--- src/rtl/keypad_scan_if.sv ---
// CPU-side event port of the keypad scanner: press code, valid/ack handshake, status flags.
// Pure wiring bundle, no storage and no added latency.
// The consumer stalls delivery by holding KeyAck low; the scanner then keeps Key frozen.
interface keypad_scan_if;
   logic [3:0] Key;       // code of the last accepted press
   logic       KeyValid;  // press event pending
   logic       KeyAck;    // consumer accepts the pending event
   logic       Pressed;   // debounced "any key down" level
   logic       Overrun;   // sticky: a press event was lost

   // Scanner side drives the event and status lines.
   modport master (
      output Key,
      output KeyValid,
      output Pressed,
      output Overrun,
      input  KeyAck
   );

   // CPU side consumes events and returns the acknowledge.
   modport slave (
      input  Key,
      input  KeyValid,
      input  Pressed,
      input  Overrun,
      output KeyAck
   );
endinterface

--- src/rtl/keypad_scan.sv ---
// 4x4 matrix keypad scanner: drives one column at a time, debounces whole scans, reports new presses.
// Press visible on KeyValid within (DEBOUNCE+1)*4*DWELL+1 clocks; full scan takes 4*DWELL clocks.
// Events are held until KeyAck; an event arriving while one is pending without ack is dropped and flagged.
module keypad_scan #(
   parameter int DWELL    = 4,   // clocks each column is driven, 3 or more
   parameter int DEBOUNCE = 2    // identical full scans needed to accept a new state, 1..15
) (
   input  logic        CLK,
   input  logic        RST,      // asynchronous, active low
   input  logic [3:0]  H,        // row sense lines, asynchronous to CLK
   output logic [3:0]  V,        // one-hot column drive
   keypad_scan_if.master cpu
);

   localparam int                DCNT_W     = (DWELL > 1) ? $clog2(DWELL) : 1;
   localparam logic [DCNT_W-1:0] DCNT_LAST  = DCNT_W'(DWELL - 1);
   localparam logic [3:0]        STABLE_MAX = 4'(DEBOUNCE);

   // Classification of one complete scan (and of the debounced state).
   typedef enum logic [1:0] {
      CLS_NONE   = 2'd0,
      CLS_SINGLE = 2'd1,
      CLS_MULTI  = 2'd2
   } cls_t;

   // Code is only meaningful for SINGLE; kept at 0 otherwise so that
   // whole-struct equality compares classes correctly.
   typedef struct packed {
      cls_t       cls;
      logic [3:0] code;
   } res_t;

   localparam res_t RES_NONE = '{cls: CLS_NONE, code: 4'd0};

   // ------------------------------------------------------------------
   // State
   // ------------------------------------------------------------------
   logic [1:0]        col;        // column currently driven
   logic [DCNT_W-1:0] dcnt;       // dwell position inside the column
   logic [3:0]        h_meta;     // first synchronizer stage
   logic [3:0]        h_sync;     // second synchronizer stage, safe to use
   logic [15:0]       scan_vec;   // row samples of the scan in progress
   res_t              cand;       // most recent scan result
   logic [3:0]        stable;     // consecutive scans equal to cand, saturating
   res_t              deb;        // debounced keypad state
   logic [3:0]        key_q;
   logic              key_vld;
   logic              overrun;

   // ------------------------------------------------------------------
   // Combinational signals
   // ------------------------------------------------------------------
   logic              col_last;   // last dwell cycle of the current column
   logic              scan_end;   // last dwell cycle of column 3
   logic [15:0]       full_vec;   // complete scan including the column-3 sample
   logic [1:0]        ones;       // set bits in full_vec, saturating at 2
   logic [3:0]        hit_idx;    // index of a set bit (valid when ones == 1)
   res_t              scan_res;
   res_t              cand_nxt;
   logic [3:0]        stable_nxt;
   res_t              deb_nxt;
   logic              press_evt;  // debounced state moves into SINGLE(k)
   logic [3:0]        key_nxt;
   logic              key_vld_nxt;
   logic              overrun_nxt;

   assign col_last = (dcnt == DCNT_LAST);
   assign scan_end = col_last && (col == 2'd3);

   // Column 3 is sampled on the same cycle the scan is classified, so its
   // rows come straight from the synchronizer rather than from scan_vec.
   assign full_vec = {h_sync, scan_vec[11:0]};

   // Column/dwell counters; V rotates so it always matches col.
   always_ff @(posedge CLK or negedge RST) begin
      if (!RST) begin
         col  <= 2'd0;
         dcnt <= '0;
         V    <= 4'b0001;
      end else if (col_last) begin
         col  <= col + 2'd1;
         dcnt <= '0;
         V    <= {V[2:0], V[3]};
      end else begin
         dcnt <= dcnt + DCNT_W'(1);
      end
   end

   // Two-flop synchronizer for the asynchronous row lines.
   always_ff @(posedge CLK or negedge RST) begin
      if (!RST) begin
         h_meta <= 4'd0;
         h_sync <= 4'd0;
      end else begin
         h_meta <= H;
         h_sync <= h_meta;
      end
   end

   // Capture the settled rows of the driven column at the end of its dwell.
   always_ff @(posedge CLK or negedge RST) begin
      if (!RST) begin
         scan_vec <= 16'd0;
      end else if (col_last) begin
         scan_vec[{col, 2'b00} +: 4] <= h_sync;
      end
   end

   // Classify the completed scan as NONE, SINGLE(k) or MULTI.
   always_comb begin
      ones     = 2'd0;
      hit_idx  = 4'd0;
      scan_res = RES_NONE;
      for (int i = 0; i < 16; i++) begin
         if (full_vec[i]) begin
            hit_idx = 4'(i);
            if (ones != 2'd2) begin
               ones = ones + 2'd1;
            end
         end
      end
      if (ones == 2'd1) begin
         scan_res = '{cls: CLS_SINGLE, code: hit_idx};
      end else if (ones == 2'd2) begin
         scan_res = '{cls: CLS_MULTI, code: 4'd0};
      end
   end

   // Debounce: count repeated scan results, adopt the candidate once stable.
   always_comb begin
      cand_nxt   = cand;
      stable_nxt = stable;
      deb_nxt    = deb;
      press_evt  = 1'b0;
      if (scan_end) begin
         if (scan_res == cand) begin
            if (stable < STABLE_MAX) begin
               stable_nxt = stable + 4'd1;
            end
         end else begin
            cand_nxt   = scan_res;
            stable_nxt = 4'd1;
         end
         // The debounced state follows on the very scan that makes the
         // candidate stable; only entry into SINGLE(k) is a press.
         if ((stable_nxt == STABLE_MAX) && (cand_nxt != deb)) begin
            deb_nxt   = cand_nxt;
            press_evt = (cand_nxt.cls == CLS_SINGLE);
         end
      end
   end

   // Event handshake: load when free or acked this cycle, else flag overrun.
   always_comb begin
      key_nxt     = key_q;
      key_vld_nxt = key_vld;
      overrun_nxt = overrun;
      if (press_evt) begin
         if (!key_vld || cpu.KeyAck) begin
            key_nxt     = cand_nxt.code;
            key_vld_nxt = 1'b1;
         end else begin
            overrun_nxt = 1'b1;
         end
      end else if (key_vld && cpu.KeyAck) begin
         key_vld_nxt = 1'b0;
      end
   end

   // Debounce and handshake state registers.
   always_ff @(posedge CLK or negedge RST) begin
      if (!RST) begin
         cand    <= RES_NONE;
         stable  <= 4'd0;
         deb     <= RES_NONE;
         key_q   <= 4'd0;
         key_vld <= 1'b0;
         overrun <= 1'b0;
      end else begin
         cand    <= cand_nxt;
         stable  <= stable_nxt;
         deb     <= deb_nxt;
         key_q   <= key_nxt;
         key_vld <= key_vld_nxt;
         overrun <= overrun_nxt;
      end
   end

   assign cpu.Key      = key_q;
   assign cpu.KeyValid = key_vld;
   assign cpu.Pressed  = (deb.cls != CLS_NONE);
   assign cpu.Overrun  = overrun;

endmodule

--- src/flat_wrapper.sv ---
// flat-port wrapper written by rule: the top's interface ports become plain ports
module keypad_scan_flat 
#(
   parameter int DWELL    = 4,                                             
   parameter int DEBOUNCE = 2                                                               
)
  (CLK, RST, H, V, cpu_Key, cpu_KeyValid, cpu_Pressed, cpu_Overrun, cpu_KeyAck);
  keypad_scan_if cpu_i ();
  input  logic CLK;
  input  logic RST;
  input  logic [3:0] H;
  output logic [3:0] V;
  output wire logic [$bits(cpu_i.Key)-1:0] cpu_Key;
  output wire logic [$bits(cpu_i.KeyValid)-1:0] cpu_KeyValid;
  output wire logic [$bits(cpu_i.Pressed)-1:0] cpu_Pressed;
  output wire logic [$bits(cpu_i.Overrun)-1:0] cpu_Overrun;
  input wire logic [$bits(cpu_i.KeyAck)-1:0] cpu_KeyAck;
  assign cpu_Key = cpu_i.Key;
  assign cpu_KeyValid = cpu_i.KeyValid;
  assign cpu_Pressed = cpu_i.Pressed;
  assign cpu_Overrun = cpu_i.Overrun;
  assign cpu_i.KeyAck = cpu_KeyAck;
  keypad_scan #(.DWELL(DWELL), .DEBOUNCE(DEBOUNCE)) u_core (.CLK(CLK), .RST(RST), .H(H), .V(V), .cpu(cpu_i));
endmodule
--- config.mk ---
export PLATFORM = sky130hd
export DESIGN_NAME = keypad_scan_flat
export DESIGN_NICKNAME = d
export VERILOG_FILES = /design/src/rtl/keypad_scan_if.sv /design/src/rtl/keypad_scan.sv /design/src/flat_wrapper.sv
export SDC_FILE = /design/constraint.sdc
export NUM_CORES = 1
export LEC_CHECK = 0
export CORE_ASPECT_RATIO = 2
export CORE_MARGIN = 2
export CORE_UTILIZATION = 50
export CTS_CLUSTER_DIAMETER = 40
export DETAILED_ROUTE_END_ITERATION = 12
export HOLD_SLACK_MARGIN = 0.12
export PLACE_DENSITY = 0.66
export SETUP_SLACK_MARGIN = 0.05
export SYNTH_ARGS = -nofsm -noshare
export SYNTH_HDL_FRONTEND = slang
export SYNTH_SLANG_ARGS = --single-unit
--- constraint.sdc ---
create_clock -name CLK -period 7.3 [get_ports CLK]
set_input_delay 1.46 -clock CLK [delete_from_list [all_inputs] [get_ports CLK]]
set_output_delay 1.46 -clock CLK [all_outputs]
set_load 0.02 [all_outputs]
Yosys cells after proc, flatten, opt, wreduce, memory -nomap -nowiden
Index checks and enable logic that the tools add are counted. Widths: inputs -> output; s select.

Register bits after elaboration: 54. Input port bits: 7. Output and inout bits: 11. Word-level logic and storage cells: 133.

$add $sub $neg: 19. $lt $le $gt $ge: 1. Eq/ne operators: 24. Shift operators: 2. Multiplexer cells: 61. Bitwise operators: 1. Reductions and logical operators: 11.

Operator list (count): $mux 2 (33); $mux 4 (12); $add 2x1->2 const B (16); $ne 2x2->1 const B (15); $mux 6 (4); $bwmux 16 (1); $shift 4x6->16 const A (1); $shiftx 4x6->16 (1); $mux 3 (4); $reduce_and 2->1 (4); $mux 1 (7); $eq 2x2->1 const B (3); $eq 6x6->1 (1); $ne 6x6->1 (1); $neg 4->6 (1); $add 4x1->4 const B (1); $eq 2x1->1 const B (2); $eq 4x2->1 const B (1); $lt 4x2->1 const B (1); $reduce_bool 2->1 (2); $logic_and 1x1->1 (3); $add 1x1->2 const B (1); $ne 1x2->1 const B (1); $logic_not 1->1 (1); other kinds (2) (2).

Longest topological paths before layout
Depth after elaboration: 58. Depth in mapped cells: 27. Gate-level depth less buffers: 27.

Least setup slack after synthesis
Ideal clock, no wire load.

Kind: register to register. From: register u_core.scan_vec[0]. To: register u_core.deb[5] (netlist bit). Setup time: 0.125 ns. Data arrival time: 6.879 ns. Data required time: 7.175 ns. Slack: 0.296 ns. Stages on the path, launching flop included: 27. Buffers on the path: 1. Clock period less this slack: 7.004 ns. Cells stage by stage: dfrtp_1 -> inv_1 -> ha_1 -> xor2_1 -> mux4_2 -> nor3_2 -> o22ai_2 -> a211oi_2 -> nor3_1 -> nor2_1 -> o32ai_1 -> or4_4 -> o41a_1 -> a211oi_2 -> nor3_2 -> nor3b_2 -> a211oi_1 -> or3_1 -> and2_1 -> ha_1 -> or2_2 -> a22o_1 -> buf_2 -> o32ai_1 -> a41oi_2 -> nand2_2 -> mux2_2.

Cells in the longest elaborated chain, start to end: 55. Elaborated cells between the ends (all ways): 74. Classes of those cells: add/sub (15); eq/ne (20); mux (37); reduce/logical (2).

RTL lines: from (decl) (line keypad_scan.sv:42) `logic [15:0] scan_vec;`; from (signal, indexed assignment) (line keypad_scan.sv:105) `scan_vec[{col, 2'b00} +: 4] <= h_sync;`; $mux 1 * (line keypad_scan.sv:115) `if (full_vec[i]) begin`; $add 1x1->2 / $ne 1x2->1 (equally long branches) (line keypad_scan.sv:118, keypad_scan.sv:117); $mux 2 (line keypad_scan.sv:117) `if (ones != 2'd2) begin`; $mux 2 * (line keypad_scan.sv:115); $add 2x1->2 / $ne 2x2->1 (equally long branches) (line keypad_scan.sv:118, keypad_scan.sv:117); $mux 2 (line keypad_scan.sv:117); $mux 2 * (line keypad_scan.sv:115); $add 2x1->2 / $ne 2x2->1 (equally long branches) (line keypad_scan.sv:118, keypad_scan.sv:117); (+39 left out); $mux 6 (line keypad_scan.sv:124) `end else if (ones == 2'd2) begin`; $mux 6 * (line keypad_scan.sv:122) `if (ones == 2'd1) begin`; $eq 6x6->1 (line keypad_scan.sv:136) `if (scan_res == cand) begin`; $mux 6 / $mux 4 (equally long branches) (line keypad_scan.sv:136); $mux 6 / $mux 4 (equally long branches) (line keypad_scan.sv:135) `if (scan_end) begin`; $ne 6x6->1 / $eq 4x2->1 (equally long branches) (line keypad_scan.sv:146) `if ((stable_nxt == STABLE_MAX) && (cand_nxt != deb)) begin`; $logic_and 1x1->1 (line keypad_scan.sv:146); $reduce_and 2->1 (no source line); to (signal assigned) (line keypad_scan.sv:182) `deb <= deb_nxt;`; to (decl) (line keypad_scan.sv:45) `res_t deb;`.

Mark *: on every way between the ends. The rest lies on a longest branch, timed or not. The select of a mux whose other input is x is not followed. A chain may end at the register's enable or synchronous reset.

==> summary.md <==
| Metric | Value |
|---|---|
| DP HPWL | 10,300 um |
| Status | finished clean |
| Slowest CP cell | or4b_4 |
| Hold Violations, Final | 0 |
| Clk sinks | 50 |
| Clk root buf | clkbuf_16 |
| Placed Area | 5250 um2 |
| R2R Path Start | u_core.scan_vec[0] |
| Average size of a mapped cell | 8.67 um2 |
| Comb pwr share | 0.638 |
| Maximum vdd drop | 0.290 mV |
| CP Data Required Time | 7480 ps |
| Post-synth EDFFs | 0 |
| Crit start category | register |
| Clock Power Share | 0.148 |
| TritonCTS clock tree | yes |
| Crit. End Element | register |
| Slew margin rel. | 0.357 |
| Int Power | 949 uW |
| Vias in the first global route | 4,651 |
| Worst min path class | reg2reg |
| Synthesis-to-layout area growth | 35.9% |
| Final Total Pwr | 1620 uW |
| R2R Setup Slk | 1 ps |
| Clock Path Buffers | 2 |
| FF-to-FF path depth | 28 |
| WL/cell | 19.7 um |
| Synthesized cell area | 4430 um2 |
| Initial antenna violation count | 0 |
| Worst r2r dst | u_core.cpu.Key[2] |
| Register area share after synthesis | 0.283 |
| Design Area, Final | 6020 um2 |
| RSZ-0062 raised after global routing | true |
| Initial Util | 0.512 |
| FP Rows | 48 |
| Layout Nets | 627 |
| GRT Resource Usage Total | 0.292 |
| Clock skew | 4.85 ps |
| Most frequent cells in the layout | buf_4, dfrtp_1, nand2_1, nor2_1, o21ai_0 |
| H-Tree Depth | 2 |
| Pin count of the biggest net entering global routing | 51 |
| NetSw | 670 uW |
| Antenna Cells | 0 |
| Synth Warn # | 0 |
| Starting DRC count in detailed routing | 321 |
| GRT busiest layer | met2 |
| Worst-Skew Late Latency | 300 ps |
| Post-Route WL | 13,900 um |
| Top Ports | 18 |
| First-pass GRT wire length | 22,300 um |
| Worst hold start | u_core.h_meta[3] |
| Crit-path max cell delay | 550 ps |
| Syn Nets | 530 |
| Min-Delay Endpoint | u_core.h_sync[3] |
| Share of cells above drive strength 1 | 0.369 |
| LEAKAGE | 0.00257 uW |
| Clock-pin slew on the worst setup and hold paths | 70 ps |
| Met2 GRT Util | 0.587 |
| P per Cell Area | 269 nW/um2 |
| Fillers | 680 |
| Vias per Instance | 6.51 |
| Remaining DRCs | 0 |
| Max-Cap Viols | 0 |
| Core area | 8650 um2 |
| Switching Share | 0.414 |
| Width of the die | 70.6 um |
| Worst Path Arrival | 7480 ps |
| WHS | 346 ps |
| Post-DRT Antenna Nets | 0 |
| Commonest non-fill, non-tap cell in the layout | buf_4 |
| M1 GR Usage | 0.277 |
| Crit path kind | reg2reg |
| Vias post-DR | 4,615 |
| Worst hold path cell count | 0 |
| Total Die Area | 9680 um2 |
| Crit path time final | 7300 ps |
| CP max FO | 4 |
| Final Wtd Congestion | 1.03 |
| Distinct cells, synth | 92 |
| Die boundary height | 137 um |
| Final period util | 1.00 |
| Synthesized flop and latch total | 50 |
| Final Setup Violations | 0 |
| Most used DFF post-synth | dfrtp_1 |
| Part of the power in registers | 0.213 |
| Grt ovf | 0 |
| Max Fclk | 0.137 GHz |
| Setup TNS | 0 ps |
| Async set-reset flop share out of synthesis | 1.00 |
| Met3 usage | 0.0295 |
| IO buf count | 17 |
| Num CTS Buffers | 5 |
| Cells after Synth | 511 |
| Fin. max-slew vios | 0 |
| Initial DRT Pass Iterations | 5 |
| Least-Margin Pin Slew | 957 ps |
## worst max path at each step
stage,start,end,slack (ps),cells past startpoint
after global routing,u_core.scan_vec[0],u_core.cpu.Key[2],-160,34
final,u_core.scan_vec[0],u_core.cpu.Key[2],1,28
after detailed placement,u_core.scan_vec[0],u_core.cpu.Key[1],-290,28
after CTS,u_core.scan_vec[0],u_core.cpu.Key[2],60,29
after global placement,u_core.scan_vec[0],u_core.cpu.Key[2],-220,29
after floorplan,u_core.scan_vec[0],u_core.deb[5],300,26
## sequential cells by signal (all words and copies together), names as in the netlist
signal / cells
u_core.cpu.Overrun: 1
u_core.h_meta: 4
u_core.col: 2
u_core.cand: 6
u_core.deb: 6
u_core.cpu.Key: 4
u_core.dcnt: 2
u_core.scan_vec: 12
u_core.stable: 4
u_core.h_sync: 4
u_core.V: 4
u_core.cpu.KeyValid: 1
## cell families after synthesis
kind of cell               share of synthesized area
muxes                                         0.0695
xor gates and xnor gates                      0.0294
and+or+nand+nor                                0.221
adders and majority gates                     0.0339
buffers and inverters                         0.0367
DFF                                            0.283
AOI/OAI and AO/OA                              0.327
## metrics by stage
step,utilization,setup WS [ps],std cells
2_1_floorplan,-,296,511
3_5_place_dp,0.607,-288,690
4_1_cts,0.667,59.5,702
5_1_grt,0.696,-159,709
6_report,0.696,1.40,709
3_3_place_gp,0.607,-223,690
## cell usage after synthesis (5+ instances only)
cell | instances | share of area
mux2_2 | 16 | 0.041
a311oi_1 | 6 | 0.012
or2_2 | 5 | 0.0071
ha_1 | 12 | 0.034
a211oi_2 | 6 | 0.017
o31ai_1 | 11 | 0.019
nor2_1 | 47 | 0.040
o21ai_0 | 30 | 0.034
o211ai_1 | 5 | 0.0085
o32ai_1 | 8 | 0.016
xnor2_1 | 8 | 0.016
a211o_1 | 8 | 0.016
xor2_1 | 5 | 0.0099
a211oi_1 | 8 | 0.014
mux2i_1 | 6 | 0.014
and2_1 | 8 | 0.011
nand2_1 | 48 | 0.041
nor4_1 | 7 | 0.0099
a21o_1 | 5 | 0.0085
nor3_1 | 18 | 0.020
a21oi_1 | 23 | 0.026
a22oi_1 | 5 | 0.0085
clkbuf_1 | 14 | 0.012
nand3_1 | 11 | 0.012
inv_1 | 20 | 0.017
dfrtp_1 | 49 | 0.28
## per-layer routing
layer / part of all wire / vias up / routed length (um)
li1: - / 2174 / -
met1: 0.34 / 2217 / 4790
met2: 0.57 / 154 / 7950
met3: 0.030 / 70 / 412
met4: 0.057 / 0 / 796
met5: 0 / - / 0
## power by group through the flow
| stage | combinational, uW | sequential [uW] | clock [uW] |
|---|---|---|---|
| floorplan | 522 | 332 | 0 |
| global placement | 813 | 345 | 0 |
| detailed placement | 817 | 347 | 0 |
| CTS | 909 | 342 | 246 |
| global route | 1100 | 349 | 255 |
| finish | 1030 | 345 | 240 |
## worst max-delay path, delay by kind of cell, from the launching register on
family,cells,cell delay (ps)
flip-flops,1,390
adder cells (fa/ha/maj),2,470
multiplexers,3,890
buffers and inverters,2,270
AND/OR/NAND/NOR,8,2120
AO/OA/AOI/OAI,13,3030
## final cells by class
type / instances / area [um2] / share of cell area
multi-input combinational: 419 / 3540 / 0.587
timing repair buffer: 109 / 867 / 0.144
clock buffer: 5 / 125 / 0.0208
clock inverter: 3 / 28.8 / 0.00478
tap: 100 / 125 / 0.0208
sequential: 50 / 1250 / 0.208
inverter: 23 / 86.3 / 0.0143
## what timing repair did
action                                  in CTS  in global routing
hold buffers                                 0                  0
setup buffers                                4                  7
pin swaps                                   16                 32
gates resized for setup                     61                 45
endpoints found under the setup margin      18                 19
Note: power is estimated with default switching activity, not from simulation.
